## src/rtl/pdm_audio_input.sv

```systemverilog
// pdm_audio_input
// Stereo PDM microphone receiver. It generates the PDM bit clock and samples
// two microphones that share one data line: L at the end of the high phase,
// R at the end of the low phase. Each channel is decimated by a boxcar
// ones-counter into 16-bit unsigned PCM. Samples are queued in a sync FIFO,
// which the CPU drains with a toggle handshake.
// Packing: data[31:16] = R, data[15:0] = L.
// Build option: define AUDIO_INPUT_MONO_EN for a mono build. In that build the
// R accumulator is removed and the L sample is copied into data[31:16].
module pdm_audio_input #(
    parameter int FIFO_DEPTH_IN_BITS = 4
) (
    input  logic                        clk,
    input  logic                        reset,
    input  logic [7:0]                  pdm_clock_divider,
    input  logic [15:0]                 decimation,
    input  logic [3:0]                  gain_shift,
    output logic                        ext_pdm_clk,
    input  logic                        ext_pdm_data,
    input  logic                        read_toggle,
    output logic [31:0]                 data,
    output logic                        empty,
    output logic [FIFO_DEPTH_IN_BITS:0] count,
    output logic                        overflow,
    input  logic                        clear_overflow
);

    localparam int AW    = FIFO_DEPTH_IN_BITS;
    localparam int DEPTH = 1 << AW;
    localparam logic [AW:0] FULL_COUNT = (AW + 1)'(DEPTH);

`ifdef AUDIO_INPUT_MONO_EN
    localparam int NUM_CH = 1;
`else
    localparam int NUM_CH = 2;
`endif

    // Adds one PDM bit to a 17-bit ones-count. The count sticks at all-ones
    // rather than wrapping.
    function automatic logic [16:0] sat_inc(input logic [16:0] acc, input logic bit_in);
        if (acc == 17'h1FFFF) begin
            return acc;
        end
        return acc + {16'd0, bit_in};
    endfunction

    // Applies the gain shift at 33 bits so that no bits are lost, then clamps
    // the result to 16-bit full scale.
    function automatic logic [15:0] scale_sat(input logic [16:0] acc, input logic [3:0] shift);
        logic [32:0] wide;
        wide = {16'd0, acc} << shift;
        if (wide > 33'h0_0000_FFFF) begin
            return 16'hFFFF;
        end
        return wide[15:0];
    endfunction

    // ------------------------------------------------------------------
    // Input synchronizer
    // ------------------------------------------------------------------
    logic r_sync_meta;
    logic r_sync_bit;

    // Two-flop synchronizer for the asynchronous PDM data line
    always_ff @(posedge clk) begin
        if (reset) begin
            r_sync_meta <= 1'b0;
            r_sync_bit  <= 1'b0;
        end else begin
            r_sync_meta <= ext_pdm_data;
            r_sync_bit  <= r_sync_meta;
        end
    end

    // ------------------------------------------------------------------
    // PDM clock generation and sampling ticks
    // ------------------------------------------------------------------
    logic [7:0] r_div_cnt;
    logic       r_pdm_clk;
    logic       w_reload;
    logic [7:0] w_div_load;
    logic       w_tick_l;
    logic       w_tick_r;

    // Divider values below 2 are raised to 2. This keeps each half-period at
    // least 3 clk long, which leaves room for the synchronizer latency.
    assign w_div_load = (pdm_clock_divider < 8'd2) ? 8'd2 : pdm_clock_divider;
    assign w_reload   = (r_div_cnt == 8'd0);
    assign w_tick_l   = w_reload &  r_pdm_clk;
    assign w_tick_r   = w_reload & ~r_pdm_clk;

    // Half-period down-counter. The divider input is read only on reload, so a
    // new setting takes effect at the next phase boundary.
    always_ff @(posedge clk) begin
        if (reset) begin
            r_div_cnt <= 8'd0;
            r_pdm_clk <= 1'b0;
        end else if (w_reload) begin
            r_div_cnt <= w_div_load;
            r_pdm_clk <= ~r_pdm_clk;
        end else begin
            r_div_cnt <= r_div_cnt - 8'd1;
        end
    end

    // ------------------------------------------------------------------
    // Period counting / decimation
    // ------------------------------------------------------------------
    logic [15:0] r_per_cnt;
    logic        w_sample_done;

    assign w_sample_done = w_tick_r && (r_per_cnt == decimation);

    // Counts completed PDM periods. It restarts on each sample boundary.
    always_ff @(posedge clk) begin
        if (reset) begin
            r_per_cnt <= 16'd0;
        end else if (w_tick_r) begin
            if (w_sample_done) begin
                r_per_cnt <= 16'd0;
            end else begin
                r_per_cnt <= r_per_cnt + 16'd1;
            end
        end
    end

    // ------------------------------------------------------------------
    // Per-channel boxcar accumulators (index 0 = L, index 1 = R)
    // ------------------------------------------------------------------
    logic [NUM_CH-1:0]       w_tick_ch;
    logic [NUM_CH-1:0][15:0] w_pcm;
    logic [31:0]             w_sample;

`ifdef AUDIO_INPUT_MONO_EN
    assign w_tick_ch = w_tick_l;
`else
    assign w_tick_ch = {w_tick_r, w_tick_l};
`endif

    genvar gi;
    generate
        for (gi = 0; gi < NUM_CH; gi++) begin : g_ch
            logic [16:0] r_acc;
            logic [16:0] w_acc_upd;

            // The completed sample includes any bit taken on the same tick.
            // For R, that is the bit taken on the closing tick of the period.
            assign w_acc_upd = w_tick_ch[gi] ? sat_inc(r_acc, r_sync_bit) : r_acc;
            assign w_pcm[gi] = scale_sat(w_acc_upd, gain_shift);

            // Ones-counter: counts on its own tick and clears when a sample is taken
            always_ff @(posedge clk) begin
                if (reset) begin
                    r_acc <= 17'd0;
                end else if (w_sample_done) begin
                    r_acc <= 17'd0;
                end else begin
                    r_acc <= w_acc_upd;
                end
            end
        end
    endgenerate

`ifdef AUDIO_INPUT_MONO_EN
    assign w_sample = {w_pcm[0], w_pcm[0]};
`else
    assign w_sample = {w_pcm[1], w_pcm[0]};
`endif

    // ------------------------------------------------------------------
    // Read handshake
    // ------------------------------------------------------------------
    logic r_toggle;
    logic r_toggle_prev;

    // Records the toggle history. An edge on read_toggle requests one pop.
    always_ff @(posedge clk) begin
        if (reset) begin
            r_toggle      <= 1'b0;
            r_toggle_prev <= 1'b0;
        end else begin
            r_toggle      <= read_toggle;
            r_toggle_prev <= r_toggle;
        end
    end

    // ------------------------------------------------------------------
    // Sample FIFO
    // ------------------------------------------------------------------
    logic [31:0]   r_mem [DEPTH];
    logic [AW-1:0] r_wr_ptr;
    logic [AW-1:0] r_rd_ptr;
    logic [AW:0]   r_count;
    logic [31:0]   r_data;
    logic          r_overflow;
    logic          w_full;
    logic          w_pop;
    logic          w_push;
    logic          w_drop;

    assign w_full = (r_count == FULL_COUNT);
    // A toggle that arrives while the FIFO is empty is simply lost.
    assign w_pop  = (r_toggle != r_toggle_prev) && (r_count != '0);
    // A full FIFO still accepts a sample if it is popped in the same cycle.
    assign w_push = w_sample_done && (!w_full || w_pop);
    assign w_drop = w_sample_done && w_full && !w_pop;

    // Storage array. It has no reset, so it can map onto block RAM.
    always_ff @(posedge clk) begin
        if (w_push) begin
            r_mem[r_wr_ptr] <= w_sample;
        end
    end

    // Registered read port. When the FIFO is full and a push and a pop happen
    // together, both use the same slot. The read returns the old head
    // because the write lands at the same edge.
    always_ff @(posedge clk) begin
        if (reset) begin
            r_data <= 32'd0;
        end else if (w_pop) begin
            r_data <= r_mem[r_rd_ptr];
        end
    end

    // Pointers wrap naturally. The occupancy count separates full from empty.
    always_ff @(posedge clk) begin
        if (reset) begin
            r_wr_ptr <= '0;
            r_rd_ptr <= '0;
            r_count  <= '0;
        end else begin
            if (w_push) begin
                r_wr_ptr <= r_wr_ptr + AW'(1);
            end
            if (w_pop) begin
                r_rd_ptr <= r_rd_ptr + AW'(1);
            end
            case ({w_push, w_pop})
                2'b10:   r_count <= r_count + (AW + 1)'(1);
                2'b01:   r_count <= r_count - (AW + 1)'(1);
                default: r_count <= r_count;
            endcase
        end
    end

    // Sticky overflow flag. A drop in the same cycle as a clear wins.
    always_ff @(posedge clk) begin
        if (reset) begin
            r_overflow <= 1'b0;
        end else if (w_drop) begin
            r_overflow <= 1'b1;
        end else if (clear_overflow) begin
            r_overflow <= 1'b0;
        end
    end

    assign ext_pdm_clk = r_pdm_clk;
    assign data        = r_data;
    assign empty       = (r_count == '0);
    assign count       = r_count;
    assign overflow    = r_overflow;

endmodule

```

## config.mk

```make
export PLATFORM = sky130hd
export DESIGN_NAME = pdm_audio_input
export DESIGN_NICKNAME = d
export VERILOG_FILES = /design/src/rtl/pdm_audio_input.sv
export SDC_FILE = /design/constraint.sdc
export NUM_CORES = 1
export LEC_CHECK = 0
export CAP_MARGIN = 15
export CORE_MARGIN = 3
export CORE_UTILIZATION = 66
export CTS_BUF_LIST = sky130_fd_sc_hd__clkbuf_16
export DETAILED_ROUTE_END_ITERATION = 10
export GPL_TIMING_DRIVEN = 0
export PLACE_DENSITY = 0.84
export SYNTH_ARGS = -nofsm -noshare
export SYNTH_HDL_FRONTEND = slang
export SYNTH_SLANG_ARGS = --single-unit
```

## constraint.sdc

```tcl
create_clock -name clk -period 8.8 [get_ports clk]
set_clock_uncertainty 0.15 [all_clocks]
set_input_delay 0.88 -clock clk [delete_from_list [all_inputs] [get_ports clk]]
set_output_delay 0.88 -clock clk [all_outputs]
set_load 0.02 [all_outputs]
```

==> results of run 1 <==
-- layout make-up --
cell class / instances / share of cell area, %
repair buffers: 113 / 4.19
clock inverters: 48 / 1.35
well taps: 518 / 2.12
inverters: 18 / 0.221
clock buffers: 59 / 4.83
flip-flops and latches: 621 / 57.4
multi-input cells: 962 / 28.5
plain buffers: 105 / 1.40
-- state kept, by name, indices dropped and copies added, names as in the netlist --
name	count
overflow	1
r_sync_meta	1
r_wr_ptr	4
r_sync_bit	1
r_mem	512
r_toggle_prev	1
r_div_cnt	8
count	5
r_per_cnt	16
ext_pdm_clk	1
r_toggle	1
g_ch.r_acc	34
data	32
r_rd_ptr	4
-- per-layer routing --
metal,track usage [%],vias up
li1,-,7090
met1,50.1,8638
met2,61.6,1550
met3,9.00,346
met4,17.8,0
met5,0,-
-- final timing paths --
path                      end  cells after the start
setup reg to reg  r_mem[2][9]                     11
hold / removal     r_sync_bit                      1
hold reg to reg    r_sync_bit                      1
setup / recovery  r_mem[2][9]                     11
-- kinds of logic (layout without fill, tap and decap cells) --
| kind of cell | count (synthesis) | in the layout | share of synthesized area (%) |
|---|---|---|---|
| buffers and inverters | 123 | 343 | 1.87 |
| xor gates and xnor gates | 67 | 67 | 2.20 |
| AOI/OAI and AO/OA | 228 | 228 | 5.89 |
| muxes | 189 | 189 | 14.7 |
| and+or+nand+nor | 461 | 461 | 8.59 |
| DFF | 621 | 621 | 65.9 |
| adders and majority gates | 17 | 17 | 0.827 |
-- layout by cell type (no fill, tap or decap), drive strengths merged, types with 18 or more instances in the layout --
| master | synthesis | layout |
|---|---|---|
| buf | 37 | 81 |
| clkdlybuf4s50 | 0 | 69 |
| clkinv | 1 | 27 |
| mux2i | 24 | 24 |
| clkbuf | 68 | 127 |
| xor2 | 41 | 41 |
| a211oi | 19 | 19 |
| xnor2 | 26 | 26 |
| nand4 | 23 | 23 |
| nand2 | 138 | 138 |
| nor4 | 18 | 18 |
| edfxtp | 512 | 512 |
| nand3 | 49 | 49 |
| mux4 | 161 | 161 |
| nor2 | 121 | 121 |
| a21oi | 86 | 86 |
| o21ai | 25 | 25 |
| inv | 17 | 30 |
| dfxtp | 109 | 109 |
| nor3 | 31 | 31 |
-- through the flow --
| stage | setup WS, ns | cells | setup TNS, ns | cell area [um2] | hold slack [ns] |
|---|---|---|---|---|---|
| 2_1_floorplan | 3.49 | 1706 | 0 | 26600 | 0.264 |
| 3_3_place_gp | -0.341 | 2293 | -35.14 | 28000 | 0.268 |
| 3_5_place_dp | 3.05 | 2325 | 0 | 28600 | 0.281 |
| 4_1_cts | 3.35 | 2432 | 0 | 30400 | 0.295 |
| 5_1_grt | 2.90 | 2444 | 0 | 30600 | 0.310 |
| 6_report | 3.22 | 2444 | 0 | 30600 | 0.290 |
-- power by group --
| group | switching, mW | internal [mW] | total (mW) | leakage [nW] |
|---|---|---|---|---|
| sequential | 0.0302 | 3.25 | 3.28 | 5.49 |
| combinational | 0.289 | 0.123 | 0.412 | 3.24 |
| clock | 1.11 | 1.42 | 2.53 | 0.966 |
| total | 1.43 | 4.80 | 6.23 | 9.69 |
-- critical path: stages (launching register included) --
cell and delay (ns):
dfxtp_1 0.34, nor4_2 0.56, clkbuf_1 0.55, nand2_1 0.32
a211oi_1 0.71, mux2i_1 0.29, nand4_1 0.25, nor2_1 0.18
a2bb2oi_1 0.09, o31ai_2 0.67, buf_2 0.33, nand3_1 0.63
==> results.md, run 1 <==
- Post-synthesis cell area: 26600 um2
- Layout cells sized above 1: 19.0%
- Detail Placement HPWL: 49.6 mm
- Tmin final: 5.58 ns
- Seq cells post-synth: 621
- Fill cell count: 2073
- Ys flop type: edfxtp_1
- Synthesized area per cell: 15.6 um2
- Most common cell in the netlist: edfxtp_1
- Synth warn: 0
- Worst slew margin: 19.6%
- Max-cap violation count: 0
- Syn Nets: 1756
- Peak supply drop: 224 uV
- R2r startpoint: r_div_cnt[4]
- CP Capture Type: flop
- Met3 WL post-DR: 9.34 mm
- Critical path class: flop to flop
- Fmax: 0.179 GHz
- CTS Buf Count: 57
- Arrival time at the worst endpoint: 5.54 ns
- Die height: 207 um
- Grt total ovfl: 0
- Vias in the first global route: 17600
- Metal-1 WL: 27.6 mm
- Largest net degree at the start of global routing: 26
- Synth cell count leaders: edfxtp_1, mux4_2, nand2_1
- Gr usage total: 38.2%
- Layout area overhead: 14.9%
- Post-synth EDFFs: 512
- Final period util: 63.4%
- Wire per inst: 32.7 um
- Core area: 39300 um2
- Netlist cell types: 87
- Multi-input logic area: 8720 um2
- Hold Crit Class: flop to flop
- Power, Total: 6.23 mW
- Reg area: 17600 um2
- I/O Pins: 73
- # setup viols final: 0
- Area share of the largest cell type after synthesis: 57.7%
- Skew-Pair Late Insertion Delay: 0.62 ns
- Starting Density: 67.8%
- Die width: 207 um
- Die Area: 42800 um2
- Outcome: finished, final reports clean
- Fraction of registers with async set/reset: 0%
- Startpoint types: flop
- Post-Route WL: 79.9 mm
- HP Start: r_sync_meta
- Critical path startpoint: r_div_cnt[4]
- Number of gates resized after cts: 0
- CTS max path bufs: 3
- CTS tree: done
- Number of remaining DRC errors: 0
- P per Cell Area: 204 nW/um2
- RSZ-0062 raised after global routing: false
- Post-CTS Setup Inserts: 0
- Critical Path RT: 8.76 ns
- Port Buffer Count: 69
- Worst-path clk slew: 0.06 ns
- Initial antenna violation count: 0
- Num Clock Sinks: 621
- Initial DRC count: 2708
- H-tree levels: 2
- Post-layout nets: 1928
- Routed Antenna Nets: 0
- Hold_buf cts: 0
- Routed vias: 17600
- Post-synth top area cell: edfxtp_1
- R2R Setup Slk: 3.22 ns
- Avg Vias per Cell: 7.21
- Cells after Synth: 1706
- Max FO, Critical Path: 16
- Register area share after synthesis: 65.9%
- Gpl congestion: 0.947
- Slew Limit Fails: 0
- LEAKAGE: 9.69 nW
- Ant diodes: 0
- First-pass GRT wire length: 117 mm
- CTS root buf: clkbuf_16
- Slew @ Worst Pin: 1.21 ns
- Top Layer Used: met4
- Synth top area cells: edfxtp_1, mux4_2, dfxtp_1
- Final core occ: 77.9%
- Row cnt: 72
- Wire length on met2: 38.8 mm
- DRT Pass-1 Iters: 5
- Hold Violations, Final: 0
No activity file was read; power rests on OpenSTA's default activity.
==> run 2: changes to the inputs <==
--- a/config.mk
+++ b/config.mk
@@ -7,11 +7,11 @@
 export LEC_CHECK = 0
 export CAP_MARGIN = 15
 export CORE_MARGIN = 3
-export CORE_UTILIZATION = 66
+export CORE_UTILIZATION = 62
 export CTS_BUF_LIST = sky130_fd_sc_hd__clkbuf_16
 export DETAILED_ROUTE_END_ITERATION = 10
 export GPL_TIMING_DRIVEN = 0
-export PLACE_DENSITY = 0.84
+export PLACE_DENSITY = 0.8
 export SYNTH_ARGS = -nofsm -noshare
 export SYNTH_HDL_FRONTEND = slang
 export SYNTH_SLANG_ARGS = --single-unit
==> constraint.sdc (replaced) <==
create_clock -name clk -period 5.6 [get_ports clk]
set_clock_uncertainty 0.15 [all_clocks]
set_input_delay 0.56 -clock clk [delete_from_list [all_inputs] [get_ports clk]]
set_output_delay 0.56 -clock clk [all_outputs]
set_load 0.02 [all_outputs]
==> results.md, run 2 (synthesized netlist as in run 1, its figures left out) <==
- Final core occ: 72.6%
- Peak supply drop: 381 uV
- Detail Placement HPWL: 46.4 mm
- Top reg by flops: r_mem
- Crit-path cells: inv_1 -> ha_1 -> nor4bb_1 -> buf_2 -> nand2_1 -> a21o_1 -> o211a_1 -> a2111oi_1 -> o21ai_0 -> or4_1 -> a21oi_2 -> buf_2 -> nand3_1
- Die height: 213 um
- Skew-Pair Late Insertion Delay: 0.62 ns
- HP Start: reset
- Initial DRC count: 2350
- Gr usage total: 33.0%
- FF-to-FF End: r_mem[5][1]
- Worst slack, placed: 0.103 ns
- Num Clock Sinks: 621
- Number of remaining DRC errors: 0
- Worst path max stage delay: 0.62 ns
- H-tree levels: 2
- Port Buffer Count: 69
- DRT Pass-1 Iters: 5
- CTS max path bufs: 3
- Worst hold path stage count: 2
- Hold EP: r_toggle_prev
- Layout area overhead: 15.1%
- Row cnt: 75
- Outcome: finished, final reports clean
- LEAKAGE: 9.73 nW
- Critical path startpoint: r_div_cnt[0]
- First-pass GRT wire length: 109 mm
- R2R cell count: 13
- I/O Pins: 73
- Hold Crit Class: primary input to flop
- CP Capture Type: flop
- Final period util: 96.8%
- R2R Setup Slk: 0.18 ns
- Worst-path clk slew: 0.06 ns
- Post-DP Area: 28600 um2
- Slew @ Worst Pin: 1.18 ns
- Cell depth of the worst setup path: 13
- Power, Total: 9.81 mW
- Vias in the first global route: 17200
- Routed vias: 16900
- Fmax: 0.185 GHz
- Setup WS post-layout: 0.181 ns
- Grt total ovfl: 0
- CTS Buf Count: 60
- Total Neg Setup Slack: 0 ns
- Max reg flops: 512
- Most common cell after layout, fill and taps aside: edfxtp_1
- CTS root buf: clkbuf_16
- Layout cells sized above 1: 19.0%
- Max FO, Critical Path: 16
- Max-cap violation count: 0
- Core area: 42200 um2
- Post-layout nets: 1930
- Slowest cell on crit path: a2111oi_1
- Routed Antenna Nets: 0
- Wire per inst: 29.8 um
- WP buf/inv: 3
- Ant diodes: 0
- Post-route cell area: 30700 um2
- Hold Violations, Final: 0
- Die width: 213 um
- Starting Density: 63.1%
- Worst slew margin: 21.2%
- Avg Vias per Cell: 6.86
- Post-Route WL: 73.6 mm
- Arrival time at the worst endpoint: 5.43 ns
- R2r startpoint: r_div_cnt[0]
- Delay-heaviest family, CP: compound AO/OA/AOI/OAI gates
- # setup viols final: 0
- P per Cell Area: 320 nW/um2
- Most frequent cells in the layout: edfxtp_1, mux4_2, nand2_1
- Critical path class: flop to flop
- Most numerous cell on the critical path: buf_2
- Startpoint types: flop
- Tmin final: 5.42 ns
- Slew Limit Fails: 0
- CTS tree: done
- Initial antenna violation count: 1
- Gpl congestion: 0.963
- Critical Path RT: 5.61 ns
- Die Area: 45500 um2
- Largest net degree at the start of global routing: 24
run 2: stage by stage:
| stage | hold WS (ns) | instances |
|---|---|---|
| after floorplan | 0.264 | 1706 |
| after global placement | 0.274 | 2314 |
| after global routing | 0.245 | 2470 |
| final | 0.206 | 2470 |
| after detailed placement | 0.281 | 2344 |
| after CTS | 0.180 | 2457 |
run 2: power by group:
group / internal [mW] / switching (mW) / total (mW) / leakage, nW
clock network: 2.26 / 1.74 / 4.00 / 1.01
registers: 5.11 / 0.0458 / 5.16 / 5.49
logic: 0.200 / 0.456 / 0.656 / 3.24
run 2: how the worst max path moves through the flow:
stage	to	slack, ns
floorplan	r_mem[3][0]	0.43
global placement	r_mem[3][18]	-2.88
detailed placement	r_mem[0][10]	0.10
CTS	r_mem[1][10]	0.13
global route	r_mem[7][1]	-0.02
finish	r_mem[5][1]	0.18
run 2: layout make-up:
class / count / area [um2]
flip-flops and latches: 621 / 17600
fillers: 2510 / 11600
multi-input cells: 962 / 8740
clock buffers: 63 / 1580
repair buffers: 112 / 1240
well taps: 539 / 674
plain buffers: 105 / 429
clock inverters: 50 / 368
inverters: 18 / 67.6
run 2: worst register-to-register path: cells and delay by family (launching register included):
kind            cells  cell delay (ns)
compound gates      5             1.90
simple gates        4             1.69
buf+inv             3             0.72
flops               1             0.31
fa+ha+maj           1             0.22
run 2: routing by layer:
layer / up-vias / global-route usage, % / wire length (um)
met2: 1073 / 54.4 / 36200
met1: 8517 / 43.2 / 26500
met4: 2 / 16.2 / 3830
li1: 7093 / - / -
met5: - / 0 / 9
met3: 252 / 5.86 / 7080
run 2: repair_timing:
action | in CTS | in global routing
resized for setup | 0 | 6
endpoints found under the setup margin | 0 | 144
hold buffers | 0 | 0
setup buffers | 0 | 2
